===== config.mk =====
export PLATFORM = sky130hd
export DESIGN_NAME = seven_segment_scanner
export DESIGN_NICKNAME = d
export VERILOG_FILES = /design/src/rtl/seven_segment_scanner.sv
export SDC_FILE = /design/constraint.sdc
export NUM_CORES = 1
export LEC_CHECK = 0
export BUFFER_PORTS_ARGS = -buffer_cell sky130_fd_sc_hd__buf_2
export CORE_ASPECT_RATIO = 0.5
export CORE_MARGIN = 4
export CORE_UTILIZATION = 35
export CTS_BUF_LIST = sky130_fd_sc_hd__clkbuf_16
export CTS_CLUSTER_DIAMETER = 40
export CTS_CLUSTER_SIZE = 16
export DETAILED_ROUTE_END_ITERATION = 10
export GPL_TIMING_DRIVEN = 0
export PLACE_DENSITY = 0.61
export SYNTH_ARGS = -nofsm -noshare
export SYNTH_HDL_FRONTEND = slang
export SYNTH_SLANG_ARGS = --single-unit

===== constraint.sdc =====
create_clock -name CLK -period 2.8 [get_ports CLK]
set_input_delay 0.42 -clock CLK [delete_from_list [all_inputs] [get_ports CLK]]
set_output_delay 0.42 -clock CLK [all_outputs]
set_load 0.05 [all_outputs]

===== src/rtl/seven_segment_scanner.sv =====
// Multiplexed common-anode seven-segment scanner with double-buffered frame data
// and a blanking gap between digits. Optional LEADING_ZERO_BLANK_EN suppresses leading zeros.
module seven_segment_scanner #(
  parameter int DIGITS       = 4,
  parameter int BLANK_CYCLES = 8
) (
  input  logic                  CLK,
  input  logic                  RST,
  input  logic                  CE,
  input  logic                  LOAD,
  input  logic [4*DIGITS-1:0]   DATA,
  input  logic [DIGITS-1:0]     DP,
  output logic [DIGITS-1:0]     AN,
  output logic [6:0]            SEG,
  output logic                  DPO,
  output logic [2:0]            IDX,
  output logic                  ERR
);

  typedef enum logic [1:0] {S_IDLE, S_BLANK, S_DRIVE} state_t;

  localparam logic [7:0] BLANK_LOAD = 8'(BLANK_CYCLES - 1);
  localparam logic [2:0] LAST_IDX   = 3'(DIGITS - 1);
`ifdef LEADING_ZERO_BLANK_EN
  localparam bit LZB_EN = 1'b1;
`else
  localparam bit LZB_EN = 1'b0;
`endif

  state_t                  state_q, state_n;
  logic [7:0]              cnt_q, cnt_n;
  logic [2:0]              idx_q, idx_n;
  logic                    err_q, err_n;
  logic                    xfer;
  logic [DIGITS-1:0][3:0]  data_w;
  logic [DIGITS-1:0][3:0]  pend_q, pend_n, disp_q, disp_n;
  logic [DIGITS-1:0]       pdp_q, pdp_n, ddp_q, ddp_n;
  logic [DIGITS-1:0][6:0]  glyph;
  logic [DIGITS-1:0]       zero_from, suppress;
  logic [DIGITS-1:0]       an_n;
  logic [6:0]              seg_n;
  logic                    dpo_n;
  logic                    zacc;

  assign data_w = DATA;
  assign IDX    = idx_q;
  assign ERR    = err_q;

  function automatic logic [6:0] hex_glyph(input logic [3:0] n);
    case (n)
      4'h0: hex_glyph = 7'h40;
      4'h1: hex_glyph = 7'h79;
      4'h2: hex_glyph = 7'h24;
      4'h3: hex_glyph = 7'h30;
      4'h4: hex_glyph = 7'h19;
      4'h5: hex_glyph = 7'h12;
      4'h6: hex_glyph = 7'h02;
      4'h7: hex_glyph = 7'h78;
      4'h8: hex_glyph = 7'h00;
      4'h9: hex_glyph = 7'h10;
      4'hA: hex_glyph = 7'h08;
      4'hB: hex_glyph = 7'h03;
      4'hC: hex_glyph = 7'h46;
      4'hD: hex_glyph = 7'h21;
      4'hE: hex_glyph = 7'h06;
      default: hex_glyph = 7'h0E;
    endcase
  endfunction

  // zero_from[i]: display nibble i and every nibble above it are zero
  always_comb begin
    zero_from = '0;
    zacc      = 1'b1;
    for (int i = DIGITS - 1; i >= 0; i--) begin
      zacc         = zacc & (disp_q[i] == 4'h0);
      zero_from[i] = zacc;
    end
  end

  for (genvar i = 0; i < DIGITS; i++) begin : g_lane
    localparam bit CAN_BLANK = LZB_EN && (i != 0);
    assign glyph[i]    = hex_glyph(disp_q[i]);
    assign suppress[i] = CAN_BLANK & zero_from[i] & ~ddp_q[i];
  end

  always_comb begin
    state_n = state_q;
    cnt_n   = cnt_q;
    idx_n   = idx_q;
    err_n   = err_q;
    xfer    = 1'b0;
    case (state_q)
      S_IDLE: begin
        if (CE) begin
          state_n = S_BLANK;
          cnt_n   = BLANK_LOAD;
          idx_n   = 3'd0;
          xfer    = 1'b1;
        end
      end
      S_BLANK: begin
        if (CE) err_n = 1'b1;  // strobe during the gap is dropped
        if (cnt_q == 8'd0) state_n = S_DRIVE;
        else               cnt_n   = cnt_q - 8'd1;
      end
      S_DRIVE: begin
        if (CE) begin
          state_n = S_BLANK;
          cnt_n   = BLANK_LOAD;
          if (idx_q == LAST_IDX) begin
            idx_n = 3'd0;
            xfer  = 1'b1;
          end else begin
            idx_n = idx_q + 3'd1;
          end
        end
      end
      default: state_n = S_IDLE;
    endcase
  end

  // A LOAD coinciding with a transfer goes straight through to display
  always_comb begin
    pend_n = LOAD ? data_w : pend_q;
    pdp_n  = LOAD ? DP     : pdp_q;
    disp_n = xfer ? pend_n : disp_q;
    ddp_n  = xfer ? pdp_n  : ddp_q;
  end

  // Display contents and idx are stable whenever the next state is DRIVE
  always_comb begin
    an_n  = '1;
    seg_n = 7'h7F;
    dpo_n = 1'b1;
    if (state_n == S_DRIVE) begin
      for (int i = 0; i < DIGITS; i++) begin
        if (idx_q == 3'(i) && !suppress[i]) begin
          an_n[i] = 1'b0;
          seg_n   = glyph[i];
          dpo_n   = ~ddp_q[i];
        end
      end
    end
  end

  always_ff @(posedge CLK) begin
    if (RST) begin
      state_q <= S_IDLE;
      cnt_q   <= 8'd0;
      idx_q   <= 3'd0;
      err_q   <= 1'b0;
      pend_q  <= '0;
      pdp_q   <= '0;
      disp_q  <= '0;
      ddp_q   <= '0;
      AN      <= '1;
      SEG     <= 7'h7F;
      DPO     <= 1'b1;
    end else begin
      state_q <= state_n;
      cnt_q   <= cnt_n;
      idx_q   <= idx_n;
      err_q   <= err_n;
      pend_q  <= pend_n;
      pdp_q   <= pdp_n;
      disp_q  <= disp_n;
      ddp_q   <= ddp_n;
      AN      <= an_n;
      SEG     <= seg_n;
      DPO     <= dpo_n;
    end
  end

endmodule


### After elaboration in Yosys (flattened, before gate mapping)

Memory sizes are Yosys's and may differ from the RTL's. A register that Yosys moved wholly into a read port is not among the register bits.
Cells that the tools add are included.

* input bits: 24
* memories: 4
* ROM bits: 448
* flip-flop bits (word level): 66
* output and inout port bits: 16
* logic and storage cells: 84

* bitwise logic cells: 5
* add/sub/neg operators: 2
* equality and inequality tests: 10
* reductions and logical operators: 10
* multiplexer cells: 36

Memories
* (name not given): depth 16, width 7, rd ports 1, clocked after Yosys merged registers in 1, wr ports 0, line 50 `case (n)`
* (name not given): depth 16, width 7, rd ports 1, clocked after Yosys merged registers in 1, wr ports 0, line 50
* (name not given): depth 16, width 7, rd ports 1, clocked after Yosys merged registers in 1, wr ports 0, line 50
* (name not given): depth 16, width 7, rd ports 1, clocked after Yosys merged registers in 1, wr ports 0, line 50

Operators by type and width (count)
* $mux W4: 9
* $mux W7: 4
* $mux W16: 1
* $mux W8: 2
* $pmux W8 S2: 1
* $mux W1: 11
* $mux W3: 3
* $logic_not A8 Y1: 1
* $sub A8 B1 Y8 const B: 1
* $eq A3 B2 Y1 const B: 2
* $ne A2 B2 Y1 const B: 3
* $pmux W3 S2: 1
* $reduce_and A3 Y1: 2
* $not A1 Y1: 5
* $eq A2 B2 Y1 const B: 2
* $mux W2: 2
* $pmux W2 S2: 1
* $reduce_bool A2 Y1: 2
* $reduce_or A2 Y1: 2
* $add A3 B1 Y3 const B: 1
* $eq A3 B1 Y1 const B: 1
* $logic_not A3 Y1: 1
* $eq A2 B1 Y1 const B: 1
* $logic_not A2 Y1: 1
* 3 further kinds: 3

### Longest topological paths before layout

* depth in word-level cells: 6
* depth in mapped cells: 12
* gate-level depth less buffers: 9

### Least setup slack after synthesis

No wires, ideal clock.

* kind: register -> register
* start point: register idx_q[0], in the netlist IDX[0]
* end point: register, netlist name glyph[10]
* path buffers: 3
* clock period less this slack: 3.022 ns
* setup slack: -0.222 ns
* setup time: 0.134 ns
* required time: 2.666 ns
* arrival: 2.888 ns
* stages on the path, launching flop included: 12
* path through: dfxtp_1 -> ha_1 -> nand2b_1 -> buf_2 -> a21oi_2 -> buf_8 -> buf_6 -> nor2_1 -> a211oi_2 -> inv_1 -> ha_1 -> mux4_2

* word-level cells in the longest chain between the ends: 6

Ends and longest elaborated chain
* start: declaration: line 32 `logic [2:0] idx_q, idx_n;`
* start signal: assignment: line 162 `idx_q <= idx_n;`
* $eq A3 B2 Y1: line 110 `if (idx_q == LAST_IDX) begin`
* $mux W1: line 110
* $mux W1: line 107 `if (CE) begin`
* $pmux W1 S2: line 92 `case (state_q)`
* $mux W4 (no source line) (2 in series)

No other way between the ends.
A chain may end at the register's enable or synchronous reset.

### Worst setup path after layout

* start point: register idx_q[1], in the netlist IDX[1]
* end point: register, netlist name glyph[24]

* word-level cells in the longest chain between the ends: 6

Ends and longest elaborated chain (line)
* $eq A3 B2 Y1: 110
* $mux W1: 110
* $mux W1: 107
* $pmux W1 S2: 92
* $mux W4 (no source line) (2 in series)

No other way between the ends.

==> summary.md <==
| Metric | Value |
|---|---|
| CP bufs+invs | `6` |
| Rows | `28` |
| Worst hold path cell count | `3` |
| Starting Density | `36.5%` |
| Mapped cell area | `4380 um2` |
| Clock slew at reported path FFs | `0.07 ns` |
| Final-stage net count | `542` |
| DR WL/cell | `14.1 um` |
| Fillcell total | `1125` |
| CP peak stage delay | `0.47 ns` |
| P_leak | `2.14 nW` |
| Final-report hold violation count | `0` |
| Routability cong. | `0.879` |
| CTS Buf Count | `9` |
| Post-synth EDFFs | `0` |
| Clk root buf | `clkbuf_16` |
| Post-synthesis sequential area ratio | `42.9%` |
| Min Hold Slack | `0.345 ns` |
| PnR worst setup slack | `0.124 ns` |
| Top cell family by delay on the critical path | `buffers and inverters` |
| Layout area overhead | `18.9%` |
| Unique masters post-synth | `45` |
| CTS Hold Bufs | `0` |
| Via count | `3175` |
| DR vias/cell | `4.82` |
| Fin crit share | `95.6%` |
| Vias in the first global route | `3076` |
| Setup Crit Path Kind | `flop to flop` |
| CP dominant cell by count | `buf_4` |
| Max Cap Violations | `0` |
| DRC viols | `0` |
| Pins Over Slew Limit | `0` |
| Min-delay src | `DP[3]` |
| Worst path arrival time | `2.89 ns` |
| Hold Path End | `pdp_q[3]$_SDFF_PP0_` |
| HPWL Detailed | `6670 um` |
| Ys async rst share | `0%` |
| Initial antenna violation count | `0` |
| Hold crit path type | `primary input to flop` |
| Final ANT Viol Nets | `0` |
| All-Layer GR Usage | `13.2%` |
| CTS Sinks | `94` |
| Synth warn | `0` |
| Mapped Cells | `428` |
| Worst reg2reg path depth | `12` |
| Crit-path max FO | `10` |
| Critical-path cell list | `ha_1, nand2b_1, buf_4, a21oi_2, buf_12, buf_6, buf_6, a211oi_4, buf_4, buf_4, ha_1, mux4_2` |
| Status | `finished, final reports clean` |
| RR Startpoint | `IDX[1]$_SDFFE_PP0P_` |
| Pre-CTS setup slack | `-0.215 ns` |
| Max Buffers Root-to-Sink | `2` |
| Routed wire length | `9280 um` |
| Ports | `40` |
| Relative slew slack | `54.7%` |
| VDD IR max | `0.000367 V` |
| CP max stage cell | `mux4_2` |
| Final Setup Violations | `0` |
| Top cells by count, synth | `dfxtp_1, nor2_1, mux2i_1` |
| Crit path required time | `3.01 ns` |
| Remaining global-route overflow | `0` |
| Largest net degree at the start of global routing | `17` |
| Final Skew | `0.00867 ns` |
| Synth top area share | `42.9%` |
| Power density cells | `633 nW/um2` |
| I/O Buffers | `38` |
| H-Tree Level Count | `3` |
| Syn Nets | `481` |
| Ant diodes | `0` |
| R2r setup slk | `0.12 ns` |
| Core area | `12000 um2` |
| FF+latch count, synth | `94` |
| Area contributors post-synth | `dfxtp_1, mux2i_1, ha_1` |
| Layout cell share with drive strength beyond 1 | `24.7%` |
| First DRT Iteration DRCs | `129` |
| Dominant cell type by area after synthesis | `dfxtp_1` |
| Die ar. | `14500 um2` |
| Syn Area/Cell | `10.2 um2` |
| Width of the die | `166 um` |
| Startpoint types | `flop` |
| Final setup TNS | `0 ns` |
| Worst-skew pair later-pin latency | `0.34 ns` |
| Worst slew pin tran | `0.676 ns` |
| FF-to-FF End | `glyph[24]$_DFF_P_` |
| CTS tree | `built` |
| Crit end category | `flop` |
| Top-count cell post-synth | `dfxtp_1` |
| Drt first pass iters | `4` |
| Final core occ | `43.4%` |
| Top_reg_cell synth | `dfxtp_1` |
| Die Ht | `87.1 um` |
| Max Clock Freq | `0.374 GHz` |
| First-pass GRT wire length | `15100 um` |
| Minimum clock period | `2.68 ns` |
==> where the power goes <==
part | internal (mW) | leakage [nW] | switching [mW] | total, mW
registers | 1.45 | 0.774 | 0.0377 | 1.49
clock network | 0.696 | 0.148 | 0.527 | 1.22
logic | 0.252 | 1.21 | 0.338 | 0.590
==> per-layer routing <==
metal / track usage (%) / wire, um / vias to the layer above
met1: 17.6 / 4710 / 1496
met2: 20.9 / 4050 / 58
li1: - / - / 1613
met4: 4.08 / 98 / 0
met3: 3.99 / 429 / 8
met5: 0 / 0 / -
==> tightest hold or removal path, cell delays in order <==
cell and delay (ns):
buf_2 0.08, mux2i_1 0.08, nor2_1 0.08
==> how the worst max path moves through the flow <==
stage	start	end	slack [ns]	cells past startpoint
after floorplan	IDX[1]$_SDFFE_PP0P_	glyph[10]$_DFF_P_	0.001	11
after global placement	IDX[0]$_SDFFE_PP0P_	glyph[3]$_DFF_P_	-0.21	11
after detailed placement	IDX[1]$_SDFFE_PP0P_	glyph[24]$_DFF_P_	-0.21	11
after CTS	IDX[1]$_SDFFE_PP0P_	glyph[24]$_DFF_P_	0.03	11
after global routing	IDX[0]$_SDFFE_PP0P_	glyph[10]$_DFF_P_	-0.01	11
final	IDX[1]$_SDFFE_PP0P_	glyph[24]$_DFF_P_	0.12	12
==> flip-flops by register name (all words and copies together) (netlist names) <==
| signal | cells |
|---|---|
| ERR | 1 |
| state_q | 2 |
| AN | 4 |
| IDX | 3 |
| DPO | 1 |
| glyph | 28 |
| ddp_q | 4 |
| disp_q | 16 |
| pend_q | 16 |
| pdp_q | 4 |
| cnt_q | 8 |
| SEG | 7 |
==> cells in the final DEF, fill, tap and decap left out, drive strengths merged <==
master / netlist / final
nor2: 42 / 42
a211oi: 13 / 13
nand3: 22 / 22
nor3: 4 / 4
ha: 29 / 29
o21ai: 2 / 2
mux2: 8 / 8
xnor2: 7 / 7
o22ai: 12 / 12
or2: 1 / 1
dfxtp: 94 / 94
a21oi: 17 / 17
a21o: 1 / 1
xor2: 1 / 1
buf: 10 / 60
o221ai: 7 / 7
o211ai: 4 / 4
bufinv: 0 / 1
nand2b: 4 / 4
clkbuf: 7 / 16
nor4b: 1 / 1
mux2i: 45 / 45
nor3b: 8 / 8
nand3b: 3 / 3
o311ai: 1 / 1
or3: 1 / 1
clkinv: 0 / 3
o31ai: 4 / 4
inv: 32 / 35
or4: 2 / 2
nor2b: 16 / 16
mux4: 4 / 4
a32o: 4 / 4
nand2: 21 / 21
a22oi: 1 / 1
==> cells by family (layout without fill, tap and decap cells) <==
logic type,count (synthesis),after routing,synth area share [%]
buffers and inverters,49,115,5.25
muxes,57,57,15.9
xor gates and xnor gates,8,8,1.60
adders and majority gates,29,29,8.28
AOI/OAI and AO/OA,66,66,10.9
DFF,94,94,42.9
and+or+nand+nor,125,125,15.2
==> layout make-up <==
cell class / instances / area, um2 / share of cell area (%)
buffer: 17 / 118 / 2.26
clock buffer: 9 / 225 / 4.32
clock inverter: 7 / 70.1 / 1.34
inverter: 32 / 120 / 2.30
multi-input combinational: 285 / 2300 / 44.2
sequential: 94 / 1890 / 36.2
tap: 165 / 206 / 3.96
timing repair buffer: 50 / 280 / 5.38
==> what timing repair did <==
item,4_1_cts,5_1_grt
setup endpoints to repair,6,4
pin swaps,4,2
setup buffers,5,7
resized for setup,5,2
==> per-stage QoR <==
stage                     total power [mW]  area (um2)  instances
after global routing                  3.45        5210        659
final                                 3.30        5210        659
after CTS                             3.31        5150        652
after global placement                2.05        4790        631
after floorplan                       1.93        4390        428
after detailed placement              2.06        4790        631
Power figures use the tool's default switching activity.
